`src/rtl/fifo_full_ctrl.sv`:
```
// fifo_full_ctrl: write-side pointer and status controller for an async FIFO.
// Holds the binary and Gray write counters and produces registered full,
// almost-full and a conservative fill level against the synchronized read
// pointer.
// Optional macro FIFO_OVERFLOW_FLAG_EN enables the sticky overflow register.
// Ports:
//   w_Clk, w_Rst        write clock, sync active-high reset
//   w_Inc               producer write request
//   wsync_Rptr          Gray read pointer synchronized into w_Clk
//   w_Addr              RAM write address
//   w_Ptr               Gray write pointer to the synchronizer
//   fifo_Full           registered full flag
//   fifo_AlmostFull     registered almost-full flag
//   w_Level             registered fill level, 0..2^address_Size
//   w_Overflow          sticky write-while-full error (0 when macro undefined)
module fifo_full_ctrl #(
  parameter int address_Size       = 3,
  parameter int almost_Full_Thresh = 7
) (
  input  logic                    w_Clk,
  input  logic                    w_Rst,
  input  logic                    w_Inc,
  input  logic [address_Size:0]   wsync_Rptr,
  output logic [address_Size-1:0] w_Addr,
  output logic [address_Size:0]   w_Ptr,
  output logic                    fifo_Full,
  output logic                    fifo_AlmostFull,
  output logic [address_Size:0]   w_Level,
  output logic                    w_Overflow
);

  localparam int AW = address_Size;
  localparam logic [AW:0] THRESH = (AW+1)'(almost_Full_Thresh);

  logic [AW:0] w_Bin;
  logic [AW:0] w_BinNext;
  logic [AW:0] w_GrayNext;
  logic [AW:0] rsync_Bin;
  logic [AW:0] w_LevelNext;
  logic        wr_en;
  logic        full_next;
  logic        af_next;

  // XOR prefix from the MSB down
  function automatic logic [AW:0] gray2bin(input logic [AW:0] g);
    logic [AW:0] b;
    b[AW] = g[AW];
    for (int i = AW - 1; i >= 0; i--) begin
      b[i] = b[i+1] ^ g[i];
    end
    return b;
  endfunction

  always_comb begin
    wr_en       = w_Inc & ~fifo_Full;
    w_BinNext   = w_Bin + {{AW{1'b0}}, wr_en};
    w_GrayNext  = (w_BinNext >> 1) ^ w_BinNext;
    // Full when the writer is one lap ahead: top two Gray bits inverted
    full_next   = (w_GrayNext ==
                   {~wsync_Rptr[AW:AW-1], wsync_Rptr[AW-2:0]});
    rsync_Bin   = gray2bin(wsync_Rptr);
    // Stale read pointer makes this an over-estimate, never an under-estimate
    w_LevelNext = w_BinNext - rsync_Bin;
    af_next     = (w_LevelNext >= THRESH);
  end

  always_ff @(posedge w_Clk) begin
    if (w_Rst) begin
      w_Bin           <= '0;
      w_Ptr           <= '0;
      fifo_Full       <= 1'b0;
      fifo_AlmostFull <= 1'b0;
      w_Level         <= '0;
    end else begin
      w_Bin           <= w_BinNext;
      w_Ptr           <= w_GrayNext;
      fifo_Full       <= full_next;
      fifo_AlmostFull <= af_next;
      w_Level         <= w_LevelNext;
    end
  end

  assign w_Addr = w_Bin[AW-1:0];

`ifdef FIFO_OVERFLOW_FLAG_EN
  always_ff @(posedge w_Clk) begin
    if (w_Rst) begin
      w_Overflow <= 1'b0;
    end else if (w_Inc && fifo_Full) begin
      w_Overflow <= 1'b1;
    end
  end
`else
  assign w_Overflow = 1'b0;
`endif

endmodule
```
`config.mk`:
```
export PLATFORM = sky130hd
export DESIGN_NAME = fifo_full_ctrl
export DESIGN_NICKNAME = d
export VERILOG_FILES = /design/src/rtl/fifo_full_ctrl.sv
export SDC_FILE = /design/constraint.sdc
export NUM_CORES = 1
export LEC_CHECK = 0
export CORE_UTILIZATION = 39
export DETAILED_ROUTE_END_ITERATION = 7
export PLACE_DENSITY = 0.73
export SLEW_MARGIN = 5
export SYNTH_ARGS = -nofsm -noshare
export SYNTH_HDL_FRONTEND = slang
export SYNTH_SLANG_ARGS = --single-unit
```
`constraint.sdc`:
```
create_clock -name w_Clk -period 2.29 [get_ports w_Clk]
set_input_delay 0.458 -clock w_Clk [delete_from_list [all_inputs] [get_ports w_Clk]]
set_output_delay 0.458 -clock w_Clk [all_outputs]
set_load 0.01 [all_outputs]
```
==> flow_summary.yaml, run 1 <==
hold_path:
  hold_path_class: "input pin to flop"
placement:
  dp_worst_setup_slack_ns: -0.509
  dp.cells: 114
  place.gp.congestion: 0.769
  dp_hpwl_um: 1060
  dpl_cell_area_sq_um: 952
  io_buffers: 19
cts:
  cts_tree: "built"
  cts-root-buf: "clkbuf_4"
  path_clk_slew_ns: 0.08
  holdBufCountCts: 0
  cts_max_level: 1
  clock_latency_ns: 0.29
  clock_sinks: 13
  clockBufferDepth: 2
  cts_buffers: 3
sta:
  skew_ns: 0.00876
  fin_ws_ns: 0.0214
  drv_slew: 0
  rsz0062_at_grt: "true"
  maxClockFrequency_mhz: 441
  finalSetupViolCount: 0
  post-route-min-period_ns: 2.27
  finalHoldViolations: 0
  post-route-period-util_pct: 99.1
route:
  drtPass1Iterations: 4
  routed-via-count: 580
  first_iter_violations: 10
  viasPerCell: 4.72
  wl_per_cell_um: 13.8
  drtAntennaViolNets: 0
  drc: 0
  wirelength_um: 1690
global_routing:
  grt-ovfl-total: 0
  grt_pass1_vias: 594
  antenna_found_initial: 0
  grt_pass1_wl_um: 2540
  grt_usage_pct: 19.0
  grt_max_degree: 9
cells_and_area:
  seq_area_sq_um: 260
  syn_to_final_growth_pct: 82.4
  drive_gt1_share_pct: 43.0
  nets: 121
  stdcell_count: 123
  final_area_sq_um: 1140
  multiInputGateArea_sq_um: 457
  num_antenna_cells: 0
  fillers: 92
synthesis:
  syn_area_sq_um: 626
  ys_ff_latch: 13
  yosysTopAreaCell: "dfxtp_1"
  synth_warnings: 0
  synthFlopType: "dfxtp_1"
  yosysSeqAreaShare_pct: 41.6
  yosysMostFrequentCell: "dfxtp_1"
  synth_commonest_cells: "dfxtp_1 (13), nor2_1 (10), xnor2_1 (10)"
  yosysUniqueCellTypes: 21
  synth.net_count: 77
  syn-instance-count: 64
  syn_area_per_cell_sq_um: 9.78
  yosys-top-cells-area: "dfxtp_1 (42%), xnor2_1 (14%), ha_1 (10%)"
  async_flop_share_pct: 0
  synth_edf_count: 0
  yosysTopAreaCellShare_pct: 41.6
floorplanning:
  die_h_um: 42.1
  core_sq_um: 1510
  die_w_um: 42.1
  fp.dieArea_sq_um: 1770
  initial_core_util_pct: 41.5
  io_pins: 21
  rows: 14
outcome:
  status: "finished clean"
critical_path:
  critPathArrivalTime_ns: 2.48
  slowest_delay_ns: 0.40
  crit_chain: "buf_6 > xnor2_1 > buf_4 > xor2_4 > xnor2_2 > ha_4 > fa_2 > xor2_2 > or3_1 > a31oi_1"
  crit_path_top_delay_cell: "fa_2"
  crit_type: "input pin to flop"
  cp-end-kind: "flop"
  crit_fanout: 2
  crit_family: "XOR/XNOR gates"
  worst-path-buf-inv: 2
  critPathLaunchType: "input pin"
  required_ns: 2.50
power:
  finalPower_uw: 796
  peakVddDrop_mv: 0.359
  power_density_nw_per_um2: 698
  p_leak_uw: 0.000493
run:
  maxCapViolCount: 0
[stage by stage]
| stage | utilization, % | setup TNS, ns | hold slack (ns) |
|---|---|---|---|
| 6_report | 75.7 | 0 | 0.595 |
| 2_1_floorplan | - | 0 | 0.527 |
| 3_5_place_dp | 63.2 | -1.21 | 0.607 |
| 5_1_grt | 75.7 | -0.0323 | 0.624 |
| 3_3_place_gp | 63.2 | -1.03 | 0.587 |
| 4_1_cts | 69.2 | 0 | 0.627 |
[timing repair]
action                                 in CTS  in global routing
setup endpoints to repair                   2                  2
gates resized for setup                    16                 19
setup buffers                               1                  4
endpoints found under the hold margin       0                  0
pin swaps                                   5                 10
[cell usage in the layout (no fill, tap or decap), types with 2 or more instances in the layout]
| master | Yosys | routed |
|---|---|---|
| inv_1 | 5 | 2 |
| nor2_1 | 10 | 10 |
| inv_2 | 0 | 3 |
| buf_6 | 0 | 2 |
| buf_4 | 1 | 22 |
| ha_4 | 0 | 5 |
| xor2_1 | 4 | 3 |
| dfxtp_1 | 13 | 13 |
| clkdlybuf4s50_1 | 0 | 15 |
| xnor2_2 | 0 | 2 |
| xnor2_1 | 10 | 8 |
| clkbuf_4 | 0 | 3 |
[flip-flops by register name, summed over array words and instances, names as in the netlist]
signal / count
fifo_AlmostFull: 1
fifo_Full: 1
w_Bin: 3
w_Level: 4
w_Ptr: 4
[path summary, 6_finish.rpt]
kind	cells past startpoint	slack (ns)	endpoint	start
max	10	0.02	fifo_AlmostFull	wsync_Rptr[2]
min	4	0.60	fifo_Full	wsync_Rptr[2]
max reg2reg	8	0.20	fifo_AlmostFull	fifo_Full
min reg2reg	2	0.63	w_Ptr[3]	w_Ptr[3]
[cell families after synthesis]
family	share of synthesized area (%)
fa+ha+maj	13.2
compound gates	5.20
flops	41.6
simple gates	12.4
buf+inv	4.80
other cells	0.599
xor+xnor	22.2
[tightest hold or removal path: stages]
cell and delay [ns]:
buf_6 0.07, buf_4 0.09, xnor2_1 0.05, and3_1 0.16
[layer usage]
| metal | vias up | GRT usage (%) | share of wire, % |
|---|---|---|---|
| li1 | 286 | - | - |
| met1 | 274 | 21.3 | 43 |
| met2 | 15 | 35.3 | 51 |
| met3 | 5 | 1.72 | 3.0 |
| met4 | 0 | 10.0 | 2.1 |
| met5 | - | 0 | 0 |
[power by group]
group          switching, uW  internal [uW]  total (uW)  leakage [uW]
clock network           79.0           67.8         147     0.0000150
registers               12.6            258         271      0.000107
logic                    155            223         378      0.000371
[final cells by class]
cell class                      instances  share of cell area (%)
Inverter                                5                    1.64
Timing Repair Buffer                   41                    31.5
Clock buffer                            4                    2.30
Multi-Input combinational cell         44                    40.0
Tap cell                               16                    1.75
Sequential cell                        13                    22.8
(Power assumes the default switching activity.)
==> inputs of run 2 (changes only) <==
CTS_CLUSTER_SIZE = 12   (was default)
==> results of run 2 <==
Same layout as run 1: the final DEF is identical, and so are final timing and power.
==> inputs of run 3 (changes only) <==
MAX_ROUTING_LAYER = met4   (was default)
==> results of run 3 <==
Same layout as run 1: the final DEF is identical, and so are final timing and power.
Main changes from that run: final weighted congestion in routability-driven placement 0.769 -> 0.779; via count of the first global-routing pass 594 -> 597; overall routing resource usage 19.0% -> 19.6%
==> patch: new RTL, config.mk and constraints of run 1 <==
Build with the macro `FIFO_OVERFLOW_FLAG_EN` defined.
--- a/src/rtl/fifo_full_ctrl.sv
+++ b/src/rtl/fifo_full_ctrl.sv
@@ -14,4 +14,6 @@
 //   w_Level             registered fill level, 0..2^address_Size
 //   w_Overflow          sticky write-while-full error (0 when macro undefined)
+`define FIFO_OVERFLOW_FLAG_EN
+
 module fifo_full_ctrl #(
   parameter int address_Size       = 3,
Formal check against the unedited RTL: not equivalent (Yosys sat finds a counterexample within 4 cycles, from zero or initial values and one cycle with w_Rst high).
==> patch against run 1 <==
  * Highest routed layer unchanged
  * Clock skew down 0.0075 ns
  * Worst setup slack lost 0.033 ns
  * Synthesized area is 2.8% higher
  * Critical endpoint unchanged
  * First-iteration DRC count is 60% lower
  * Die area grew 2.7%
  * Design area grew 1.5%
  * Critical path depth shrank 1
  * The run now ends with negative setup slack left
  * Sequential cell count up 1
  * Final cell count grew 0.81%
  * Synthesized cell count grew 1.6%
  * Hold slack worse by 0.14 ns
  * Power rose by 5.2%
  * Largest power group unchanged
  * Routed wire length up 2.7%
==> patch: results (changes against run 1) <==
status: "finished with violations"  # was finished, final reports clean
violations: "negative setup slack"
yosysSeqAreaShare_pct: 43.6  # was 41.6%
dp_hpwl_um: 1030  # was 1060 µm
largest_registers: "w_Level: 4 flops, w_Ptr: 4 flops, w_Bin: 3 flops"  # unchanged
synthAdderAreaFrac_pct: 12.8  # was 13.2%
wl_per_cell_um: 14.0  # was 13.8 µm
routabilityCongestion: 0.827  # was 0.769
synth_xor_area_share_pct: 21.6  # was 22.2%
fin_ws_ns: -0.0116  # was 0.0214 ns
finClkSkew_ns: 0.00122  # was 0.00876 ns
m1WireLength_um: 652  # was 734 µm
grt_max_degree: 15  # was 9
nets: 122  # was 121
gr-total-overflow: 0  # unchanged
power_leakage_nw: 0.511  # was 0.493 nW
wl_met3_um: 67  # was 51 µm
synth_cell_type_count: 19  # was 21
synth_commonest_cells: "dfxtp_1, nor2_1, xnor2_1"  # unchanged
vias_per_cell: 4.88  # was 4.72
place_area_um2: 980  # was 952 µm²
setup_violations: 1  # was 0
cp.arrival_ns: 2.50  # was 2.48 ns
io_buffers: 20  # was 19
grt_pass1_vias: 598  # was 594
grtUsageTotal_pct: 21.3  # was 19.0%
synth_compound_area_share_pct: 5.84  # was 5.20%
drt-initial-drc-count: 4  # was 10
drive_gt1_share_pct: 37.0  # was 43.0%
synth.area.top_cells: "dfxtp_1, xnor2_1, ha_1, nor2_1, xor2_1"  # unchanged
p_int_mw: 0.592  # was 0.550 mW
synth_fp_nets: 78  # was 77
finalSetupTns_ns: -0.0116  # was 0 ns
grt_pass1_wl_um: 2770  # was 2540 µm
max-vdd-ir-drop_mv: 0.448  # was 0.359 mV
## patch: cell types whose count changed in the layout (fill, tap and decap cells not counted), sizes merged
cell and change:
dfxtp +1, dlygate4sd2 -1, conb -1, buf -2, dlymetal6s2s +1, clkdlybuf4s50 +1, nor2 +1, a21oi +1
## patch: path summary, 6_finish.rpt
path / start / slack [ns] / to / cells after the start
setup / recovery: wsync_Rptr[3] / -0.01 / fifo_AlmostFull / 9
hold / removal: w_Inc / 0.46 / w_Overflow / 3
setup reg to reg: fifo_Full / 0.09 / fifo_AlmostFull / 8
hold reg to reg: w_Overflow / 0.47 / w_Overflow / 2
## patch: area by class of cell
class / instances / area (µm²)
multi-input cells: 45 / 442
fillers: 98 / 365
repair buffers: 40 / 362
flip-flops and latches: 14 / 280
clock buffers: 4 / 36.3
well taps: 16 / 20.0
inverters: 5 / 18.8
## patch: what timing repair did
action / in CTS / in global routing
buffers inserted: 2 / 2
gates resized for setup: 18 / 16
pin swaps: 6 / 8
endpoints found under the setup margin: 2 / 2
## patch: power by group through the flow
stage,clock [mW],combinational [mW],sequential (mW)
final,0.175,0.371,0.290
after global routing,0.193,0.401,0.294
after CTS,0.181,0.331,0.290
after detailed placement,0,0.287,0.293
after global placement,0,0.278,0.292
after floorplan,0,0.114,0.310
## patch: cell families after synthesis
family,Yosys count
simple gates,18
xor+xnor,15
flops,14
compound gates,6
buf+inv,6
fa+ha+maj,6
## patch: per-layer routing
layer,track usage (%),vias up
met5,0,-
met4,13.1,0
met3,3.88,6
met2,38.2,20
met1,22.8,286
li1,-,293
## patch: through the flow
| stage | setup slack [ns] | hold WS [ns] | cells | total power [mW] |
|---|---|---|---|---|
| floorplan | 0.0225 | 0.502 | 65 | 0.424 |
| detailed placement | -0.528 | 0.463 | 116 | 0.581 |
| global placement | -0.470 | 0.454 | 116 | 0.570 |
| global route | -0.0825 | 0.470 | 124 | 0.888 |
| finish | -0.0116 | 0.458 | 124 | 0.837 |
| CTS | 0.0163 | 0.483 | 122 | 0.802 |
## patch: worst max-delay path, cell delays in order
cell	delay, ns
buf_8	0.11
xnor2_4	0.20
xor2_2	0.24
xnor2_2	0.12
ha_4	0.19
fa_2	0.41
xor2_2	0.20
or3_1	0.39
a31oi_1	0.19
